[src/rtl/serial_rx_pkg.sv]
// Shared types and constants for the framed serial receiver.
package serial_rx_pkg;

  typedef enum logic [2:0] {
    ST_IDLE    = 3'd0,
    ST_DATA    = 3'd1,
    ST_PARITY  = 3'd2,
    ST_STOP    = 3'd3,
    ST_RECOVER = 3'd4
  } rx_state_e;

  localparam logic LINE_IDLE   = 1'b1;
  localparam logic START_LEVEL = 1'b0;

  localparam int DEFAULT_DATA_W     = 8;
  localparam int DEFAULT_FIFO_DEPTH = 4;

endpackage

[src/rtl/serial_rx_fifo.sv]
// Synchronous output queue for received words. Read data is taken straight
// from the read pointer (no read latency). A push while full is accepted only
// when a pop happens in the same cycle; a pop while empty is ignored.
module serial_rx_fifo #(
  parameter int DATA_W     = 8,
  parameter int FIFO_DEPTH = 4
) (
  input  logic                          clk,
  input  logic                          rst,
  input  logic                          push,
  input  logic [DATA_W-1:0]             wr_data,
  input  logic                          pop,
  output logic [DATA_W-1:0]             rd_data,
  output logic                          full,
  output logic                          empty,
  output logic [$clog2(FIFO_DEPTH):0]   count
);

  localparam int PTR_W = $clog2(FIFO_DEPTH);
  localparam int CNT_W = PTR_W + 1;

  logic [DATA_W-1:0] mem_q [FIFO_DEPTH];
  logic [PTR_W-1:0]  wr_ptr_q, wr_ptr_d;
  logic [PTR_W-1:0]  rd_ptr_q, rd_ptr_d;
  logic [CNT_W-1:0]  count_q, count_d;
  logic              do_push_s, do_pop_s;

  assign empty   = (count_q == {CNT_W{1'b0}});
  assign full    = (count_q == CNT_W'(FIFO_DEPTH));
  assign count   = count_q;
  assign rd_data = mem_q[rd_ptr_q];

  // Qualify push/pop and compute next pointers and occupancy.
  always_comb begin
    do_pop_s  = pop && !empty;
    do_push_s = push && (!full || do_pop_s);

    if (do_push_s) begin
      wr_ptr_d = wr_ptr_q + PTR_W'(1);
    end else begin
      wr_ptr_d = wr_ptr_q;
    end

    if (do_pop_s) begin
      rd_ptr_d = rd_ptr_q + PTR_W'(1);
    end else begin
      rd_ptr_d = rd_ptr_q;
    end

    case ({do_push_s, do_pop_s})
      2'b10:   count_d = count_q + CNT_W'(1);
      2'b01:   count_d = count_q - CNT_W'(1);
      default: count_d = count_q;
    endcase
  end

  // Pointer, count and storage registers; storage cleared so out_data resets to 0.
  always_ff @(posedge clk or posedge rst) begin
    if (rst) begin
      wr_ptr_q <= '0;
      rd_ptr_q <= '0;
      count_q  <= '0;
      for (int i = 0; i < FIFO_DEPTH; i++) begin
        mem_q[i] <= '0;
      end
    end else begin
      wr_ptr_q <= wr_ptr_d;
      rd_ptr_q <= rd_ptr_d;
      count_q  <= count_d;
      if (do_push_s) begin
        mem_q[wr_ptr_q] <= wr_data;
      end
    end
  end

endmodule

[src/rtl/serial_frame_rx.sv]
// Framed serial receiver: start bit, DATA_W data bits LSB-first, optional
// even parity bit, stop bit. Good words are queued in serial_rx_fifo.
// Build option: define SERIAL_RX_PARITY_EN to include the parity bit/check.
module serial_frame_rx
  import serial_rx_pkg::*;
#(
  parameter int DATA_W     = DEFAULT_DATA_W,
  parameter int FIFO_DEPTH = DEFAULT_FIFO_DEPTH
) (
  input  logic                        clk,
  input  logic                        rst,
  input  logic                        serial_in,
  input  logic                        out_ready,
  output logic [DATA_W-1:0]           out_data,
  output logic                        out_valid,
  output logic [$clog2(FIFO_DEPTH):0] fifo_count,
  output logic                        frame_err,
  output logic                        parity_err,
  output logic                        overrun
);

  localparam int CNT_W = $clog2(DATA_W + 1);

`ifdef SERIAL_RX_PARITY_EN
  // Even parity over the data word: 1 when the word has an odd number of ones.
  function automatic logic even_parity(input logic [DATA_W-1:0] d);
    return ^d;
  endfunction
`endif

  rx_state_e         state_q, state_d;
  logic [DATA_W-1:0] shift_q, shift_d;
  logic [CNT_W-1:0]  cnt_q, cnt_d;
  logic              par_bad_q, par_bad_d;
  logic              frame_err_q, frame_err_d;
  logic              parity_err_q, parity_err_d;
  logic              overrun_q, overrun_d;
  logic              push_s, pop_s, full_s, empty_s;

  assign pop_s      = out_ready && !empty_s;
  assign out_valid  = !empty_s;
  assign frame_err  = frame_err_q;
  assign parity_err = parity_err_q;
  assign overrun    = overrun_q;

  // Next-state, shift/counter and error-pulse logic for the frame FSM.
  always_comb begin
    state_d      = state_q;
    shift_d      = shift_q;
    cnt_d        = cnt_q;
    par_bad_d    = par_bad_q;
    frame_err_d  = 1'b0;
    parity_err_d = 1'b0;
    overrun_d    = 1'b0;
    push_s       = 1'b0;

    case (state_q)
      ST_IDLE: begin
        if (serial_in == START_LEVEL) begin
          state_d   = ST_DATA;
          cnt_d     = '0;
          shift_d   = '0;
          par_bad_d = 1'b0;
        end else begin
          state_d = ST_IDLE;
        end
      end
      ST_DATA: begin
        shift_d = shift_q | (DATA_W'(serial_in) << cnt_q);
        if (cnt_q == CNT_W'(DATA_W - 1)) begin
`ifdef SERIAL_RX_PARITY_EN
          state_d = ST_PARITY;
`else
          state_d = ST_STOP;
`endif
        end else begin
          cnt_d = cnt_q + CNT_W'(1);
        end
      end
`ifdef SERIAL_RX_PARITY_EN
      ST_PARITY: begin
        par_bad_d    = even_parity(shift_q) ^ serial_in;
        parity_err_d = even_parity(shift_q) ^ serial_in;
        state_d      = ST_STOP;
      end
`endif
      ST_STOP: begin
        if (serial_in == LINE_IDLE) begin
          state_d = ST_IDLE;
          if (par_bad_q) begin
            push_s = 1'b0;
          end else if (full_s && !pop_s) begin
            overrun_d = 1'b1;
          end else begin
            push_s = 1'b1;
          end
        end else begin
          frame_err_d = 1'b1;
          state_d     = ST_RECOVER;
        end
      end
      ST_RECOVER: begin
        // A line stuck low after a bad stop bit must not look like a new start.
        if (serial_in == LINE_IDLE) begin
          state_d = ST_IDLE;
        end else begin
          state_d = ST_RECOVER;
        end
      end
      default: begin
        state_d = ST_IDLE;
      end
    endcase
  end

  // FSM, shift/counter and registered error pulse state.
  always_ff @(posedge clk or posedge rst) begin
    if (rst) begin
      state_q      <= ST_IDLE;
      shift_q      <= '0;
      cnt_q        <= '0;
      par_bad_q    <= 1'b0;
      frame_err_q  <= 1'b0;
      parity_err_q <= 1'b0;
      overrun_q    <= 1'b0;
    end else begin
      state_q      <= state_d;
      shift_q      <= shift_d;
      cnt_q        <= cnt_d;
      par_bad_q    <= par_bad_d;
      frame_err_q  <= frame_err_d;
      parity_err_q <= parity_err_d;
      overrun_q    <= overrun_d;
    end
  end

  serial_rx_fifo #(
    .DATA_W     (DATA_W),
    .FIFO_DEPTH (FIFO_DEPTH)
  ) u_fifo (
    .clk     (clk),
    .rst     (rst),
    .push    (push_s),
    .wr_data (shift_q),
    .pop     (pop_s),
    .rd_data (out_data),
    .full    (full_s),
    .empty   (empty_s),
    .count   (fifo_count)
  );

endmodule
[config.mk]
export PLATFORM = sky130hd
export DESIGN_NAME = serial_frame_rx
export DESIGN_NICKNAME = d
export VERILOG_FILES = /design/src/rtl/serial_rx_pkg.sv /design/src/rtl/serial_rx_fifo.sv /design/src/rtl/serial_frame_rx.sv
export SDC_FILE = /design/constraint.sdc
export NUM_CORES = 1
export LEC_CHECK = 0
export BUFFER_PORTS_ARGS = -buffer_cell sky130_fd_sc_hd__buf_2
export CAP_MARGIN = 40
export CORE_ASPECT_RATIO = 0.9
export CORE_UTILIZATION = 59
export DETAILED_ROUTE_END_ITERATION = 16
export PLACE_DENSITY_LB_ADDON = 0.2
export SLEW_MARGIN = 20
export SYNTH_ARGS = -nofsm -noshare
export SYNTH_HDL_FRONTEND = slang
export SYNTH_SLANG_ARGS = --single-unit
[constraint.sdc]
create_clock -name clk -period 2.45 [get_ports clk]
set_input_delay 0.49 -clock clk [delete_from_list [all_inputs] [get_ports clk]]
set_output_delay 0.49 -clock clk [all_outputs]
set_load 0.1 [all_outputs]
==> flow_metrics.py <==
metrics = {
    "logic_synthesis": {
        "syn_avg_cell_area_sq_um": 14.1,
        "synth_area_sq_um": 2610,
        "syn_inst": 185,
        "synth.distinct_cells": 39,
        "synth-seq-area-share_pct": 53.7,
        "ys_ff_latch": 56,
        "async_reset_ff_share_pct": 100,
        "yosys_warnings": 0,
        "ys.flop_type": "dfrtp_1",
        "synth_edf_count": 0,
        "syn-num-nets": 196,
    },
    "worst_hold_path": {
        "hp-class": "in -> async",
    },
    "global_route": {
        "grt_max_degree": 30,
        "first_global_vias": 1596,
        "grt_pass1_wl_um": 7980,
        "overflow": 0,
        "grt_use_total_pct": 22.8,
        "antenna_found_initial": 0,
    },
    "final_layout": {
        "area_growth_pct": 10.6,
        "final_net_count": 214,
        "final_cells": 263,
        "num-fill-cells": 295,
        "final_area_sq_um": 2890,
        "antenna_cells": 0,
        "final_layout_size_suffix_gt1_share_pct": 40.4,
    },
    "worst_setup_path": {
        "r2r_cells": 8,
        "arrival_ps": 1860,
        "cp.required_ps": 1960,
        "path_max_fanout": 6,
        "worstReg2RegEnd": "u_fifo.count[2]",
        "startpoint_type": "flop",
        "rr_startpoint": "u_fifo.count[1]",
        "criticalPathCategory": "reg -> out",
        "endpoint_kind": "primary output",
        "crit_start": "u_fifo.rd_ptr_q[1]",
        "reg2reg_slack_ps": 350,
    },
    "routing": {
        "avgRoutedWirePerCell_um": 17.8,
        "viasPerCell": 5.78,
        "post-route-drc-count": 0,
        "drt_iter0_markers": 94,
        "drtAntennaViolNets": 0,
        "routed_wl_um": 4690,
        "drtPass1Iterations": 4,
        "via_count": 1521,
    },
    "outcome": {
        "status": "finished, final reports clean",
    },
    "timing": {
        "period_share_pct": 96.0,
        "hold_slack_ps": 255,
        "tns_ps": 0,
        "fin_crit_ps": 2350,
        "worst_slack_ps": 99.2,
        "clock_skew_ps": 4.22,
        "finalSetupViolations": 0,
        "slew_violations": 0,
        "worst_pin_slew_ps": 608,
        "relSlewSlack_pct": 59.4,
        "rsz0062_at_grt": "false",
        "final-hold-violation-count": 0,
        "max_freq_mhz": 425,
    },
    "placement": {
        "place_ws_ps": 176,
        "place.gp.congestion": 0.766,
        "placedInstanceArea_sq_um": 2790,
        "hpwl_um": 3330,
        "placed_cells": 256,
        "io_buffers": 17,
    },
    "power_and_ir_drop": {
        "vdd_drop_max_v": 0.000656,
        "cellPowerDensity_nw_per_um2": 1310,
        "power.leakage_nw": 1.39,
    },
    "cts": {
        "clk_pin_slew_ps": 90,
        "cts_hold_buf": 0,
        "clkLatencyLatePin_ps": 300,
        "clockBufferDepth": 2,
        "cts.sinks": 56,
        "cts_made_buffers": 5,
        "htree_levels": 2,
        "postCtsSetupRepairBufs": 0,
        "cts_root_buffer": "clkbuf_8",
        "cts-resized-gates": 0,
        "cts_tree": "built",
    },
    "floorplanning": {
        "initial_core_util_pct": 62.8,
        "dieArea_sq_um": 4690,
        "die_h_um": 65.1,
        "pin_count": 19,
        "core_sq_um": 4160,
        "num_rows": 22,
        "dieWidth_um": 72.1,
    },
    "flow_run": {
        "maxCapViolations": 0,
    },
}
-- layer usage --
layer | up-vias | track usage [%] | wire length, um
met2 | 26 | 39.3 | 2420
li1 | 706 | - | -
met1 | 785 | 30.5 | 2140
met3 | 4 | 4.20 | 105
met5 | - | 0 | 0
met4 | 0 | 4.41 | 27
-- state kept, by name, indices dropped and copies added, names as in the netlist --
name	flops
u_fifo.wr_ptr_q	2
u_fifo.count	3
shift_q	8
u_fifo.rd_ptr_q	2
u_fifo.mem_q	32
state_q	3
frame_err	1
cnt_q	4
overrun	1
-- worst max-delay path by stage --
stage | to | slack [ps] | cells after the start
2_1_floorplan | u_fifo.count[2] | 40 | 9
3_3_place_gp | u_fifo.count[2] | 230 | 9
3_5_place_dp | u_fifo.count[2] | 180 | 9
4_1_cts | out_data[1] | 70 | 3
5_1_grt | out_data[7] | 10 | 3
6_report | out_data[7] | 100 | 3
-- worst max-delay path: stages, from the launching register on --
cell and delay, ps:
dfrtp_1 500, buf_4 240, mux4_2 520, buf_2 310
-- cell usage in the layout (no fill, tap or decap), types with 2 or more instances in the layout --
master,synthesis,layout
dfrtp_1,56,53
mux2_2,33,33
buf_2,3,17
inv_1,10,9
mux4_2,8,8
nand2_1,7,7
clkbuf_8,0,7
ha_1,6,5
nor2_1,4,4
nand3_4,4,4
o31ai_1,4,4
a32o_1,4,4
xnor2_1,3,3
xor2_1,3,3
a22o_1,3,3
a21oi_1,3,3
buf_4,2,3
dfrtp_2,0,3
nand3b_1,2,2
mux2_1,2,2
mux2i_1,2,2
nand3_1,2,2
or3_1,2,2
-- final cells by class --
| type | instances | area (sq um) | area share [%] |
|---|---|---|---|
| multi-input combinational | 109 | 1140 | 39.7 |
| clock buffer | 7 | 96.3 | 3.34 |
| tap | 60 | 75.1 | 2.60 |
| inverter | 10 | 37.5 | 1.30 |
| sequential | 56 | 1410 | 48.7 |
| timing repair buffer | 21 | 128 | 4.42 |
-- stage by stage --
| step | power [mW] | utilization [%] |
|---|---|---|
| finish | 3.78 | 69.4 |
| global route | 3.98 | 69.4 |
| CTS | 3.80 | 69.4 |
| detailed placement | 3.27 | 67.1 |
| global placement | 3.16 | 67.1 |
| floorplan | 2.93 | - |
-- power by group --
part / internal [mW] / switching, mW / leakage (nW)
Combinational: 0.616 / 1.06 / 0.609
Clock: 0.252 / 0.275 / 0.0503
Sequential: 1.22 / 0.361 / 0.733
Total: 2.09 / 1.69 / 1.39
-- synth_stat cells, drive strengths merged, types with 3 or more instances --
| cell | n | area (sq um) |
|---|---|---|
| xnor2 | 3 | 26.3 |
| nor2 | 4 | 15.0 |
| inv | 10 | 37.5 |
| mux2 | 35 | 394 |
| nand2 | 8 | 32.5 |
| clkbuf | 5 | 18.8 |
| a32o | 4 | 40.0 |
| buf | 5 | 30.0 |
| o31ai | 4 | 30.0 |
| a22o | 3 | 26.3 |
| dfrtp | 56 | 1400 |
| nand3 | 6 | 80.1 |
| mux4 | 8 | 180 |
| xor2 | 3 | 26.3 |
| a21oi | 3 | 15.0 |
| ha | 6 | 75.1 |
-- kinds of logic (layout without fill, tap and decap cells) --
family,after synthesis,count (layout),share of synthesized area [%]
AOI/OAI and AO/OA,17,17,5.13
DFF,56,56,53.7
buffers and inverters,20,38,3.31
adders and majority gates,7,7,3.65
muxes,45,45,22.8
xor gates and xnor gates,6,6,2.01
and+or+nand+nor,33,33,9.26
other,1,1,0.144
(Power assumes the default switching activity.)
